### config.mk
export PLATFORM = sky130hd
export DESIGN_NAME = ct_mmu_sysmap_match_pipe_flat
export DESIGN_NICKNAME = d
export VERILOG_FILES = /design/src/rtl/ct_mmu_sysmap_match_pipe_if.sv /design/src/rtl/ct_mmu_sysmap_match_pipe.sv /design/src/flat_wrapper.sv
export SDC_FILE = /design/constraint.sdc
export NUM_CORES = 1
export LEC_CHECK = 0
export BUFFER_PORTS_ARGS = -buffer_cell sky130_fd_sc_hd__buf_2
export CAP_MARGIN = 10
export CORE_MARGIN = 2
export CORE_UTILIZATION = 59
export CTS_CLUSTER_SIZE = 10
export DETAILED_ROUTE_END_ITERATION = 16
export GPL_TIMING_DRIVEN = 0
export HOLD_SLACK_MARGIN = 0.08
export PLACE_DENSITY = 0.78
export SLEW_MARGIN = 0
export SYNTH_ARGS = -nofsm -noshare
export SYNTH_HDL_FRONTEND = slang
export SYNTH_SLANG_ARGS = --single-unit
### constraint.sdc
create_clock -name forever_cpuclk -period 2.7 [get_ports forever_cpuclk]
set_input_delay 0.135 -clock forever_cpuclk [delete_from_list [all_inputs] [get_ports forever_cpuclk]]
set_output_delay 0.135 -clock forever_cpuclk [all_outputs]
set_load 0.01 [all_outputs]
### src/rtl/ct_mmu_sysmap_match_pipe_if.sv
// Lookup / response / region-config bundle for the system-map matcher.
// The slave modport is the matcher side; the master modport is the requester side.
interface ct_mmu_sysmap_match_pipe_if #(
    parameter int IDX_W  = 3,
    parameter int AW     = 28,
    parameter int ATTR_W = 5
);
    logic              cfg_wen;
    logic [IDX_W-1:0]  cfg_idx;
    logic [AW-1:0]     cfg_top;
    logic [ATTR_W-1:0] cfg_attr;
    logic              lkp_vld;
    logic              lkp_rdy;
    logic [AW-1:0]     lkp_addr;
    logic              rsp_vld;
    logic              rsp_rdy;
    logic              rsp_hit;
    logic [IDX_W-1:0]  rsp_idx;
    logic [ATTR_W-1:0] rsp_attr;

    modport master (
        output cfg_wen, cfg_idx, cfg_top, cfg_attr, lkp_vld, lkp_addr, rsp_rdy,
        input  lkp_rdy, rsp_vld, rsp_hit, rsp_idx, rsp_attr
    );

    modport slave (
        input  cfg_wen, cfg_idx, cfg_top, cfg_attr, lkp_vld, lkp_addr, rsp_rdy,
        output lkp_rdy, rsp_vld, rsp_hit, rsp_idx, rsp_attr
    );
endinterface

### src/rtl/ct_mmu_sysmap_match_pipe.sv
// Two-stage system-map region matcher: stage 1 captures the per-region hit vector,
// stage 2 priority-encodes it into a registered hit/index/attribute response.
module ct_mmu_sysmap_match_pipe #(
    parameter int                NUM_ENTRY    = 8,
    parameter int                IDX_W        = 3,
    parameter int                AW           = 28,
    parameter int                ATTR_W       = 5,
    parameter logic [ATTR_W-1:0] DEFAULT_ATTR = {ATTR_W{1'b0}}
) (
    input  logic                         forever_cpuclk,
    input  logic                         cpurst,
    ct_mmu_sysmap_match_pipe_if.slave    bus
);

    // Lowest set bit wins; MSB of the result flags whether any bit was set.
    function automatic logic [IDX_W:0] prio_enc(input logic [NUM_ENTRY-1:0] vec);
        logic [IDX_W:0] res;
        res = {(IDX_W+1){1'b0}};
        for (int i = NUM_ENTRY - 1; i >= 0; i--) begin
            if (vec[i]) begin
                res = {1'b1, IDX_W'(i)};
            end
        end
        return res;
    endfunction

    logic [AW-1:0]        top_q  [NUM_ENTRY];
    logic [AW-1:0]        top_d  [NUM_ENTRY];
    logic [ATTR_W-1:0]    attr_q [NUM_ENTRY];
    logic [ATTR_W-1:0]    attr_d [NUM_ENTRY];

    logic                 s1_vld_q,   s1_vld_d;
    logic [NUM_ENTRY-1:0] s1_hit_q,   s1_hit_d;
    logic                 rsp_vld_q,  rsp_vld_d;
    logic                 rsp_hit_q,  rsp_hit_d;
    logic [IDX_W-1:0]     rsp_idx_q,  rsp_idx_d;
    logic [ATTR_W-1:0]    rsp_attr_q, rsp_attr_d;

    logic [NUM_ENTRY-1:0] hit_vec_s;
    logic [IDX_W:0]       enc_s;
    logic                 out_free_s;
    logic                 lkp_rdy_s;
    logic                 accept_s;
    logic                 adv_s;

    // Region compare; an empty region (top <= bottom) can never satisfy both bounds.
    always_comb begin
        hit_vec_s    = {NUM_ENTRY{1'b0}};
        hit_vec_s[0] = (bus.lkp_addr < top_q[0]);
        for (int i = 1; i < NUM_ENTRY; i++) begin
            hit_vec_s[i] = (bus.lkp_addr >= top_q[i-1]) && (bus.lkp_addr < top_q[i]);
        end
    end

    // Region register update; indices beyond the table match no entry and are dropped.
    always_comb begin
        for (int i = 0; i < NUM_ENTRY; i++) begin
            top_d[i]  = (bus.cfg_wen && (bus.cfg_idx == IDX_W'(i))) ? bus.cfg_top  : top_q[i];
            attr_d[i] = (bus.cfg_wen && (bus.cfg_idx == IDX_W'(i))) ? bus.cfg_attr : attr_q[i];
        end
    end

    // Pipeline flow control and next-state of both stages.
    always_comb begin
        out_free_s = !rsp_vld_q || bus.rsp_rdy;
        lkp_rdy_s  = !s1_vld_q || out_free_s;
        accept_s   = bus.lkp_vld && lkp_rdy_s;
        adv_s      = out_free_s && s1_vld_q;
        enc_s      = prio_enc(s1_hit_q);

        s1_vld_d   = accept_s ? 1'b1 : (out_free_s ? 1'b0 : s1_vld_q);
        s1_hit_d   = accept_s ? hit_vec_s : s1_hit_q;

        rsp_vld_d  = out_free_s ? s1_vld_q : rsp_vld_q;
        rsp_hit_d  = adv_s ? enc_s[IDX_W] : rsp_hit_q;
        rsp_idx_d  = adv_s ? enc_s[IDX_W-1:0] : rsp_idx_q;
        rsp_attr_d = adv_s ? (enc_s[IDX_W] ? attr_q[enc_s[IDX_W-1:0]] : DEFAULT_ATTR)
                           : rsp_attr_q;
    end

    // State registers with synchronous active-high reset.
    always_ff @(posedge forever_cpuclk) begin
        if (cpurst) begin
            for (int i = 0; i < NUM_ENTRY; i++) begin
                top_q[i]  <= {AW{1'b0}};
                attr_q[i] <= {ATTR_W{1'b0}};
            end
            s1_vld_q   <= 1'b0;
            s1_hit_q   <= {NUM_ENTRY{1'b0}};
            rsp_vld_q  <= 1'b0;
            rsp_hit_q  <= 1'b0;
            rsp_idx_q  <= {IDX_W{1'b0}};
            rsp_attr_q <= DEFAULT_ATTR;
        end else begin
            for (int i = 0; i < NUM_ENTRY; i++) begin
                top_q[i]  <= top_d[i];
                attr_q[i] <= attr_d[i];
            end
            s1_vld_q   <= s1_vld_d;
            s1_hit_q   <= s1_hit_d;
            rsp_vld_q  <= rsp_vld_d;
            rsp_hit_q  <= rsp_hit_d;
            rsp_idx_q  <= rsp_idx_d;
            rsp_attr_q <= rsp_attr_d;
        end
    end

    assign bus.lkp_rdy  = lkp_rdy_s;
    assign bus.rsp_vld  = rsp_vld_q;
    assign bus.rsp_hit  = rsp_hit_q;
    assign bus.rsp_idx  = rsp_idx_q;
    assign bus.rsp_attr = rsp_attr_q;

endmodule

### src/flat_wrapper.sv
// flat-port wrapper written by rule: the top's interface ports become plain ports
module ct_mmu_sysmap_match_pipe_flat 
#(
    parameter int                NUM_ENTRY    = 8,
    parameter int                IDX_W        = 3,
    parameter int                AW           = 28,
    parameter int                ATTR_W       = 5,
    parameter logic [ATTR_W-1:0] DEFAULT_ATTR = {ATTR_W{1'b0}}
)
  (forever_cpuclk, cpurst, bus_cfg_wen, bus_cfg_idx, bus_cfg_top, bus_cfg_attr, bus_lkp_vld, bus_lkp_addr, bus_rsp_rdy, bus_lkp_rdy, bus_rsp_vld, bus_rsp_hit, bus_rsp_idx, bus_rsp_attr);
  ct_mmu_sysmap_match_pipe_if #(.IDX_W(IDX_W), .AW(AW), .ATTR_W(ATTR_W)) bus_i ();
  input  logic forever_cpuclk;
  input  logic cpurst;
  input wire logic [$bits(bus_i.cfg_wen)-1:0] bus_cfg_wen;
  input wire logic [$bits(bus_i.cfg_idx)-1:0] bus_cfg_idx;
  input wire logic [$bits(bus_i.cfg_top)-1:0] bus_cfg_top;
  input wire logic [$bits(bus_i.cfg_attr)-1:0] bus_cfg_attr;
  input wire logic [$bits(bus_i.lkp_vld)-1:0] bus_lkp_vld;
  input wire logic [$bits(bus_i.lkp_addr)-1:0] bus_lkp_addr;
  input wire logic [$bits(bus_i.rsp_rdy)-1:0] bus_rsp_rdy;
  output wire logic [$bits(bus_i.lkp_rdy)-1:0] bus_lkp_rdy;
  output wire logic [$bits(bus_i.rsp_vld)-1:0] bus_rsp_vld;
  output wire logic [$bits(bus_i.rsp_hit)-1:0] bus_rsp_hit;
  output wire logic [$bits(bus_i.rsp_idx)-1:0] bus_rsp_idx;
  output wire logic [$bits(bus_i.rsp_attr)-1:0] bus_rsp_attr;
  assign bus_i.cfg_wen = bus_cfg_wen;
  assign bus_i.cfg_idx = bus_cfg_idx;
  assign bus_i.cfg_top = bus_cfg_top;
  assign bus_i.cfg_attr = bus_cfg_attr;
  assign bus_i.lkp_vld = bus_lkp_vld;
  assign bus_i.lkp_addr = bus_lkp_addr;
  assign bus_i.rsp_rdy = bus_rsp_rdy;
  assign bus_lkp_rdy = bus_i.lkp_rdy;
  assign bus_rsp_vld = bus_i.rsp_vld;
  assign bus_rsp_hit = bus_i.rsp_hit;
  assign bus_rsp_idx = bus_i.rsp_idx;
  assign bus_rsp_attr = bus_i.rsp_attr;
  ct_mmu_sysmap_match_pipe #(.NUM_ENTRY(NUM_ENTRY), .IDX_W(IDX_W), .AW(AW), .ATTR_W(ATTR_W), .DEFAULT_ATTR(DEFAULT_ATTR)) u_core (.forever_cpuclk(forever_cpuclk), .cpurst(cpurst), .bus(bus_i));
endmodule
======== Word-level counts from Yosys, hierarchy flattened ========
Memories as Yosys holds them, arrays and structs flattened.
Cells that the tools add are included.
storage, ports and cells
  register bits after elaboration ......... 19
  RAM bits ................................ 264
  output and inout bits ................... 11
  logic and storage cells ................. 131
  memories ................................ 2
operators by class
  order comparisons ....................... 15
  equal/unequal tests ..................... 15
  mux-type cells .......................... 46
  bitwise logic cells ..................... 16
  reduce and logical (&&, ||, !) cells .... 31
memories
  name           words  width  rd ports  clocked after Yosys merged registers in  write ports  line                            text
  u_core.top_q   8      28     8         0                                        8            ct_mmu_sysmap_match_pipe.sv:27  logic [AW-1:0] top_q [NUM_ENTRY];
  u_core.attr_q  8      5      1         0                                        8            ct_mmu_sysmap_match_pipe.sv:29  logic [ATTR_W-1:0] attr_q [NUM_ENTRY];
operators by type and width
  cell                                           count
  2-to-1 mux 28 bit                              16
  less-than comparator 28 bit                    8
  >= comparator 28 bit                           7
  2-to-1 mux 5 bit                               17
  2-to-1 mux 4 bit                               8
  logical AND 1 bit                              17
  OR 1 bit                                       16
  AND reduction 2 bit                            8
  == test 3 bit, second input constant           4
  != test 1 bit, second input constant           8
  == test 3 x 2 -> 1 bit, second input constant  2
  2-to-1 mux 1 bit                               5
  == test 3 x 1 -> 1 bit, second input constant  1
  zero test 3 bit                                1
  zero test 1 bit                                2
  logical OR 1 bit                               2
  nonzero test 2 bit                             1

======== Longest topological paths before layout ========
Gate-level depths: netlist of run 1.
An unclocked memory read counts as a cell.
  depth after elaboration ................. 10
  depth in mapped cells ................... 8

======== Least setup slack after synthesis of run 1 ========
Ideal clock, no wire load.
  path type ............................... reg-to-reg
  start ................................... mem u_core.top_q[7][23] (netlist: u_core.top_q[0][219])
  end ..................................... reg u_core.s1_hit_q[7]
  setup time .............................. 0.121 ns
  arrival time ............................ 1.844 ns
  slack ................................... 0.735 ns
  cell stages (with the launch flop) ...... 8
  buffers on the path ..................... 0
  period minus slack after synthesis ...... 1.965 ns
  path through ............................ dfxtp_1 > inv_1 > ha_1 > nand2_1 > or3_1 > or4_1 > nor3_1 > o41ai_1
RTL lines
  element               line                             text
  start, declared       ct_mmu_sysmap_match_pipe.sv:27
  end signal, assigned  ct_mmu_sysmap_match_pipe.sv:89   s1_hit_q <= {NUM_ENTRY{1'b0}};
  end signal, assigned  ct_mmu_sysmap_match_pipe.sv:100  s1_hit_q <= s1_hit_d;
  end, declared         ct_mmu_sysmap_match_pipe.sv:33   logic [NUM_ENTRY-1:0] s1_hit_q, s1_hit_d;

==> results of run 1 <==
-- kinds of logic after synthesis --
group,after synthesis
compound gates,419
simple gates,715
fa+ha+maj,223
mux,37
buf+inv,333
flops,283
-- Yosys cell counts (2+ instances only) --
library cell and n:
sky130_fd_sc_hd__clkbuf_1 73, sky130_fd_sc_hd__and2_1 2, sky130_fd_sc_hd__o41ai_1 4, sky130_fd_sc_hd__edfxtp_1 40, sky130_fd_sc_hd__o211ai_1 8, sky130_fd_sc_hd__nand3_1 28, sky130_fd_sc_hd__o41a_1 3, sky130_fd_sc_hd__nand4_1 45
sky130_fd_sc_hd__nor3_1 9, sky130_fd_sc_hd__nor4_1 9, sky130_fd_sc_hd__buf_2 17, sky130_fd_sc_hd__mux2_2 5, sky130_fd_sc_hd__o31ai_1 2, sky130_fd_sc_hd__mux2i_1 32, sky130_fd_sc_hd__dfxtp_1 243, sky130_fd_sc_hd__buf_6 4
sky130_fd_sc_hd__a22o_1 8, sky130_fd_sc_hd__nand2_1 507, sky130_fd_sc_hd__o21bai_1 2, sky130_fd_sc_hd__a211oi_1 5, sky130_fd_sc_hd__o21a_1 3, sky130_fd_sc_hd__a21boi_1 2, sky130_fd_sc_hd__a21oi_1 313, sky130_fd_sc_hd__a21o_1 13
sky130_fd_sc_hd__o21ai_1 7, sky130_fd_sc_hd__nor2b_1 13, sky130_fd_sc_hd__o21ai_0 22, sky130_fd_sc_hd__a221oi_1 7, sky130_fd_sc_hd__a221o_1 3, sky130_fd_sc_hd__nor2_1 62, sky130_fd_sc_hd__a21boi_0 5, sky130_fd_sc_hd__a31oi_1 3
sky130_fd_sc_hd__ha_1 223, sky130_fd_sc_hd__or4_1 2, sky130_fd_sc_hd__inv_1 228, sky130_fd_sc_hd__and4_1 6, sky130_fd_sc_hd__buf_4 10, sky130_fd_sc_hd__nand2b_1 21, sky130_fd_sc_hd__a211o_1 3, sky130_fd_sc_hd__nor3_2 2
-- final cells by class --
type | instances | area, µm²
antenna | 1 | 2.50
buffer | 105 | 484
clock buffer | 50 | 975
fill | 2220 | 8850
inverter | 228 | 856
multi-input combinational | 1394 | 8590
sequential | 283 | 6070
tap | 341 | 427
timing repair buffer | 79 | 556
-- power groups by stage --
stage	sequential [mW]	clock, mW	combinational, mW
2_1_floorplan	4.54	0	0.869
3_3_place_gp	4.55	0	1.27
3_5_place_dp	4.56	0	1.33
4_1_cts	4.47	4.21	1.37
5_1_grt	4.48	4.37	1.54
6_report	4.47	4.22	1.40
-- tightest hold or removal path, cell delays in order --
cell and delay, ns:
sky130_fd_sc_hd__buf_2 0.07, sky130_fd_sc_hd__nand2b_1 0.19, sky130_fd_sc_hd__inv_1 0.13
-- metal layers --
metal	global-route usage [%]	vias to the layer above	part of all wire, %
met4	16.9	2	4.9
met5	0	-	0.023
met3	5.31	138	8.5
met1	43.6	6866	42
li1	-	6953	-
met2	55.0	625	45
-- state kept, by name (all words and copies together) (netlist names) --
| signal | cells |
|---|---|
| u_core.top_q | 224 |
| u_core.attr_q | 40 |
| u_core.s1_hit_q | 8 |
| u_core.bus.rsp_attr | 5 |
| u_core.bus.rsp_idx | 3 |
| u_core.bus.rsp_hit | 1 |
| u_core.bus.rsp_vld | 1 |
| u_core.s1_vld_q | 1 |
-- repair_timing --
item / 4_1_cts / 5_1_grt
gates resized for setup: 0 / 1
hold buffers: 32 / 0
endpoints found under the hold margin: 210 / 0
setup endpoints to repair: 0 / 1
-- path summary, 6_finish.rpt --
| kind | endpoint | slack (ns) | cells after the start |
|---|---|---|---|
| max | u_core.s1_hit_q[3] | -0.007 | 7 |
| min | u_core.attr_q[7][0] | 0.13 | 3 |
| max reg2reg | u_core.s1_hit_q[3] | -0.007 | 7 |
| min reg2reg | u_core.top_q[0][188] | 0.45 | 2 |
==> reports/summary.txt, run 1 <==
==================================================================================
Ratio of final minimum period to clock period .......................         100%
Min-Delay Startpoint ................................................ bus_cfg_attr[0]
Final global-route overflow total ...................................            0
Cell taking the most area after synthesis ........................... sky130_fd_sc_hd__dfxtp_1
Actual transition at the worst max-transition pin ...................      1.16 ns
Number of pins with negative max-slew slack in the final report .....            0
Worst hold path type ................................................    in -> reg
Top Ports ...........................................................           80
Max rail drop VDD ...................................................     0.373 mV
Worst-path clk slew .................................................      0.06 ns
Number of routed nets with antenna violations .......................            0
Area fraction in and, or, nand and nor cells after synthesis ........        19.1%
Leakage power .......................................................      6.53 nW
Number of warnings issued by yosys ..................................            0
Switching share of total power ......................................        26.7%
Setup TNS ...........................................................  -0.00684 ns
Maximum root-to-sink buffer count ...................................            3
Post-Synthesis Net Count ............................................        2,302
Net count, final ....................................................        2,417
Startpoint-to-endpoint class of the critical path ...................   reg -> reg
Top cell type's share of synthesized area ...........................        30.4%
Final HPWL from detailed placement ..................................    34,300 µm
Max Clk Rate ........................................................      369 MHz
Internal power ......................................................      7.40 mW
Total standard cell area after synthesis ............................   16,000 µm²
Per-instance average area after synthesis ...........................     7.95 µm²
CTS root buf ........................................................ sky130_fd_sc_hd__clkbuf_16
Clk_lat worst skew ..................................................      0.53 ns
Result of the run ................................................... complete, but fails checks
Total routing usage reported by global routing ......................        33.7%
Number of enable flip-flop cells after synthesis ....................           40
Share of total power in the clock network ...........................        41.8%
Flop and latch count out of synthesis ...............................          283
Final clock skew ....................................................    0.0144 ns
DRC violation count after routing ...................................            0
Violated checks ..................................................... setup timing
Htree depth .........................................................            2
Final instance area .................................................   18,000 µm²
Top post-synthesis cells by area .................................... sky130_fd_sc_hd__dfxtp_1 30%, sky130_fd_sc_hd__ha_1 17%, sky130_fd_sc_hd__nand2_1 12%, sky130_fd_sc_hd__a21oi_1 9.8%, sky130_fd_sc_hd__edfxtp_1 7.5%
Critical path, cell by cell ......................................... inv_1 > ha_1 > nand4_1 > nor4bb_1 > o41a_1 > nor3_1 > a22o_1
Cell family with most CP delay ...................................... simple AND/OR/NAND/NOR gates
Leading cell type in the layout, fill and taps excluded ............. sky130_fd_sc_hd__nand2_1
Setup slack at placement ............................................    0.0796 ns
Sequential cell fraction of total power .............................        44.3%
Synthesized netlist cell count ......................................        2,010
Top FF cell, synth .................................................. sky130_fd_sc_hd__dfxtp_1
Proportion of power drawn by combinational gates ....................        13.9%
Number of optimization iterations in the first detailed-route pass ..            8
Number of CTS-inserted buffers ......................................           34
Die Wd ..............................................................       169 µm
Fin util ............................................................        67.0%
Average wire per cell in the routed design ..........................      19.3 µm
Slew margin rel. ....................................................        22.2%
Total number of vias ................................................       14,600
Height of the die ...................................................       169 µm
Sinks on the clock net ..............................................          283
Post-CTS Setup Inserts ..............................................            0
Routed vias/inst ....................................................         5.88
Number of global-route vias before repair ...........................       14,200
Clock tree from TritonCTS ...........................................        built
Endpoints failing hold ..............................................            0
Multiplexer area fraction after synthesis ...........................        2.36%
Total placed cells including tap cells ..............................        2,398
Smallest setup slack after layout ...................................  -0.00684 ns
Core Region .........................................................   26,800 µm²
Wire length of the first global-routing pass ........................    74,400 µm
Final cell count without fillers ....................................        2,481
Placed standard-cell area ...........................................   16,700 µm²
Unrepaired setup endpoints after global routing .....................           no
Critical path fanouts, max ..........................................            3
Initial antenna violation count .....................................            2
Site Rows ...........................................................           60
Req. time, crit path ................................................      3.11 ns
Fraction of synthesized cell area in xor and xnor cells .............           0%
CP max stage cell ................................................... sky130_fd_sc_hd__nor4bb_1
Final Total Pwr .....................................................      10.1 mW
Seq/Total Area, Yosys ...............................................        37.9%
Placer's final routability congestion estimate ......................        0.921
Initial detailed-routing violation count ............................        1,300
Highest-count cells in the layout ignoring fill and taps ............ 507 x sky130_fd_sc_hd__nand2_1, 313 x sky130_fd_sc_hd__a21oi_1, 243 x sky130_fd_sc_hd__dfxtp_1
Start point of the critical path .................................... u_core.top_q[0][107]
Critical Path Source Type ...........................................     register
Pin count of the biggest net entering global routing ................           12
Combinational family with the most area after synthesis ............. simple AND/OR/NAND/NOR gates
Floorplan die area ..................................................   28,400 µm²
P&R area growth vs syn ..............................................        12.3%
Async set or reset register ratio after synthesis ...................           0%
Net load switching power ............................................      2.69 mW
Share of final-layout standard cells stronger than drive strength 1 .        5.98%
P per Cell Area .....................................................   562 nW/µm²
Cell variety after synth ............................................           56
Adder-cell area share of the yosys netlist ..........................        17.5%
Port buffer count ...................................................           47
Setup violations, final .............................................            1
Worst path buffer plus inverter count ...............................            1
Max-capacitance violation count .....................................            0
Initial cell density of the core ....................................        59.7%
Post-detailed-routing wire length ...................................    47,800 µm
Min Hold Slack ......................................................     0.129 ns
Max stage delay on crit path ........................................      0.92 ns
Compound-cell area share of the yosys netlist .......................        14.8%
Final critical delay including setup and external delays ............      2.71 ns
Arrival time of data at the critical path endpoint ..................      3.12 ns
Startpoint of the most critical register-to-register path ........... u_core.top_q[0][107]
Crit path capture type ..............................................     register
==================================================================================
(Power assumes the default switching activity.)
==> run 2, diff against run 1 <==
--- a/config.mk
+++ b/config.mk
@@ -14,6 +14,7 @@
 export GPL_TIMING_DRIVEN = 0
 export HOLD_SLACK_MARGIN = 0.08
 export PLACE_DENSITY = 0.78
+export SETUP_SLACK_MARGIN = 0.05
 export SLEW_MARGIN = 0
 export SYNTH_ARGS = -nofsm -noshare
 export SYNTH_HDL_FRONTEND = slang
==> reports/summary.txt, run 2 (synthesis gave the netlist of run 1 again) <==
==================================================================================
Result of the run ................................................... finished, final reports clean
Switching share of total power ......................................        26.7%
Critical path fanouts, max ..........................................            3
Post-detailed-routing wire length ...................................    47,900 µm
Leading cell type in the layout, fill and taps excluded ............. sky130_fd_sc_hd__nand2_1
Net count, final ....................................................        2,417
Max-capacitance violation count .....................................            0
Max rail drop VDD ...................................................     0.373 mV
Fill cell count .....................................................        2,220
Startpoint-to-endpoint class of the critical path ...................   reg -> reg
Site Rows ...........................................................           60
Top Ports ...........................................................           80
Net load switching power ............................................      2.69 mW
Setup TNS ...........................................................         0 ns
Htree depth .........................................................            2
Pin count of the biggest net entering global routing ................           12
Final Total Pwr .....................................................      10.1 mW
P per Cell Area .....................................................   562 nW/µm²
Endpoints failing hold ..............................................            0
Proportion of power drawn by combinational gates ....................        13.9%
Final clock skew ....................................................    0.0159 ns
Clk_lat worst skew ..................................................      0.53 ns
Unrepaired setup endpoints after global routing .....................           no
Number of optimization iterations in the first detailed-route pass ..            5
Setup violations, final .............................................            0
Actual transition at the worst max-transition pin ...................      1.16 ns
Wire length of the first global-routing pass ........................    74,400 µm
Number of global-route vias before repair ...........................       14,200
Initial cell density of the core ....................................        59.7%
Register with the highest flop count ................................ u_core.top_q
Number of CTS-inserted buffers ......................................           34
Average wire per cell in the routed design ..........................      19.3 µm
Share of final-layout standard cells stronger than drive strength 1 .        6.03%
Highest-count cells in the layout ignoring fill and taps ............ 507 x sky130_fd_sc_hd__nand2_1, 313 x sky130_fd_sc_hd__a21oi_1, 243 x sky130_fd_sc_hd__dfxtp_1
Fin util ............................................................        67.0%
Area taken by multi-input logic gates ...............................     8600 µm²
Worst-path clk slew .................................................      0.06 ns
Number of cells traversed by the worst register-to-register path ....            7
Initial detailed-routing violation count ............................        1,274
Sinks on the clock net ..............................................          283
CTS root buf ........................................................ sky130_fd_sc_hd__clkbuf_16
Clock tree from TritonCTS ...........................................        built
Port buffer count ...................................................           47
Placer's final routability congestion estimate ......................        0.921
WHS Path Cells ......................................................            3
Maximum root-to-sink buffer count ...................................            3
Slew margin rel. ....................................................        22.5%
Total routing usage reported by global routing ......................        33.7%
Max Clk Rate ........................................................      372 MHz
Number of pins with negative max-slew slack in the final report .....            0
P&R area growth vs syn ..............................................        12.3%
Final global-route overflow total ...................................            0
Routed vias/inst ....................................................         5.88
Critical Path Source Type ...........................................     register
Final HPWL from detailed placement ..................................    34,300 µm
Worst hold path type ................................................    in -> reg
Registers with the most flip-flops .................................. u_core.top_q (224), u_core.attr_q (40), u_core.s1_hit_q (8)
Req. time, crit path ................................................      3.12 ns
Final critical delay including setup and external delays ............      2.69 ns
Initial antenna violation count .....................................            2
Internal power ......................................................      7.40 mW
Leakage power .......................................................      6.53 nW
Floorplan die area ..................................................   28,400 µm²
Core Region .........................................................   26,800 µm²
Crit path capture type ..............................................     register
Die Wd ..............................................................       169 µm
DRC violation count after routing ...................................            0
Number of routed nets with antenna violations .......................            0
Sequential Area .....................................................     6070 µm²
Number of flip-flops under the largest register name ................          224
Total number of vias ................................................       14,600
Sequential cell fraction of total power .............................        44.3%
Ratio of final minimum period to clock period .......................        99.5%
Share of total power in the clock network ...........................        41.8%
Height of the die ...................................................       169 µm
Arrival time of data at the critical path endpoint ..................      3.10 ns
==================================================================================
[run 2: cell types whose count changed in the layout (fill, tap and decap cells not counted)]
| cell | change |
|---|---|
| sky130_fd_sc_hd__nor4bb_1 | -1 |
| sky130_fd_sc_hd__diode_2 | +1 |
| sky130_fd_sc_hd__nor4bb_2 | +1 |
[run 2: routing by layer]
metal  GRT usage, %  wire [µm]
met5              0         11
met4           16.9       2380
met3           5.31       3930
met2           55.0      21300
met1           43.6      20300
[run 2: power by group through the flow]
stage | sequential (mW) | combinational, mW | clock, mW
after global routing | 4.48 | 1.54 | 4.37
after CTS | 4.47 | 1.37 | 4.21
after detailed placement | 4.56 | 1.33 | 0
after floorplan | 4.54 | 0.869 | 0
after global placement | 4.55 | 1.27 | 0
final | 4.47 | 1.40 | 4.22
[run 2: final timing paths]
check | start | to | slack, ns
min reg2reg | u_core.top_q[0][188] | u_core.top_q[0][188] | 0.45
max reg2reg | u_core.top_q[0][27] | u_core.s1_hit_q[1] | 0.01
max | u_core.top_q[0][27] | u_core.s1_hit_q[1] | 0.01
min | bus_cfg_attr[0] | u_core.attr_q[7][0] | 0.13
[run 2: worst max-delay path, stage by stage, from the launching register on]
cell,delay (ns)
sky130_fd_sc_hd__dfxtp_1,0.34
sky130_fd_sc_hd__inv_1,0.07
sky130_fd_sc_hd__ha_1,0.29
sky130_fd_sc_hd__nand4_1,0.25
sky130_fd_sc_hd__nor4_1,0.90
sky130_fd_sc_hd__o41a_1,0.38
sky130_fd_sc_hd__nor3_1,0.09
sky130_fd_sc_hd__o41ai_1,0.26
[run 2: what timing repair did]
item | CTS | global route
endpoints found under the hold margin | 210 | 0
endpoints found under the setup margin | 0 | 2
gates resized for setup | 0 | 2
hold buffers | 32 | 0
setup buffers | 0 | 0
[run 2: layout make-up]
class / instances / area share, %
flip-flops and latches: 283 / 33.8
diodes: 2 / 0.0279
well taps: 341 / 2.38
plain buffers: 105 / 2.70
clock buffers: 50 / 5.43
repair buffers: 79 / 3.09
multi-input cells: 1394 / 47.9
inverters: 228 / 4.76
[run 2: metrics by stage]
stage	setup WS (ns)	instance area [µm²]	cells	hold WS [ns]
3_5_place_dp	0.0796	16700	2398	0.409
4_1_cts	0.0694	17900	2480	0.131
2_1_floorplan	0.735	16000	2010	0.264
6_report	0.0135	18000	2482	0.130
5_1_grt	0.0503	18000	2480	0.159
3_3_place_gp	0.0746	16700	2398	0.404
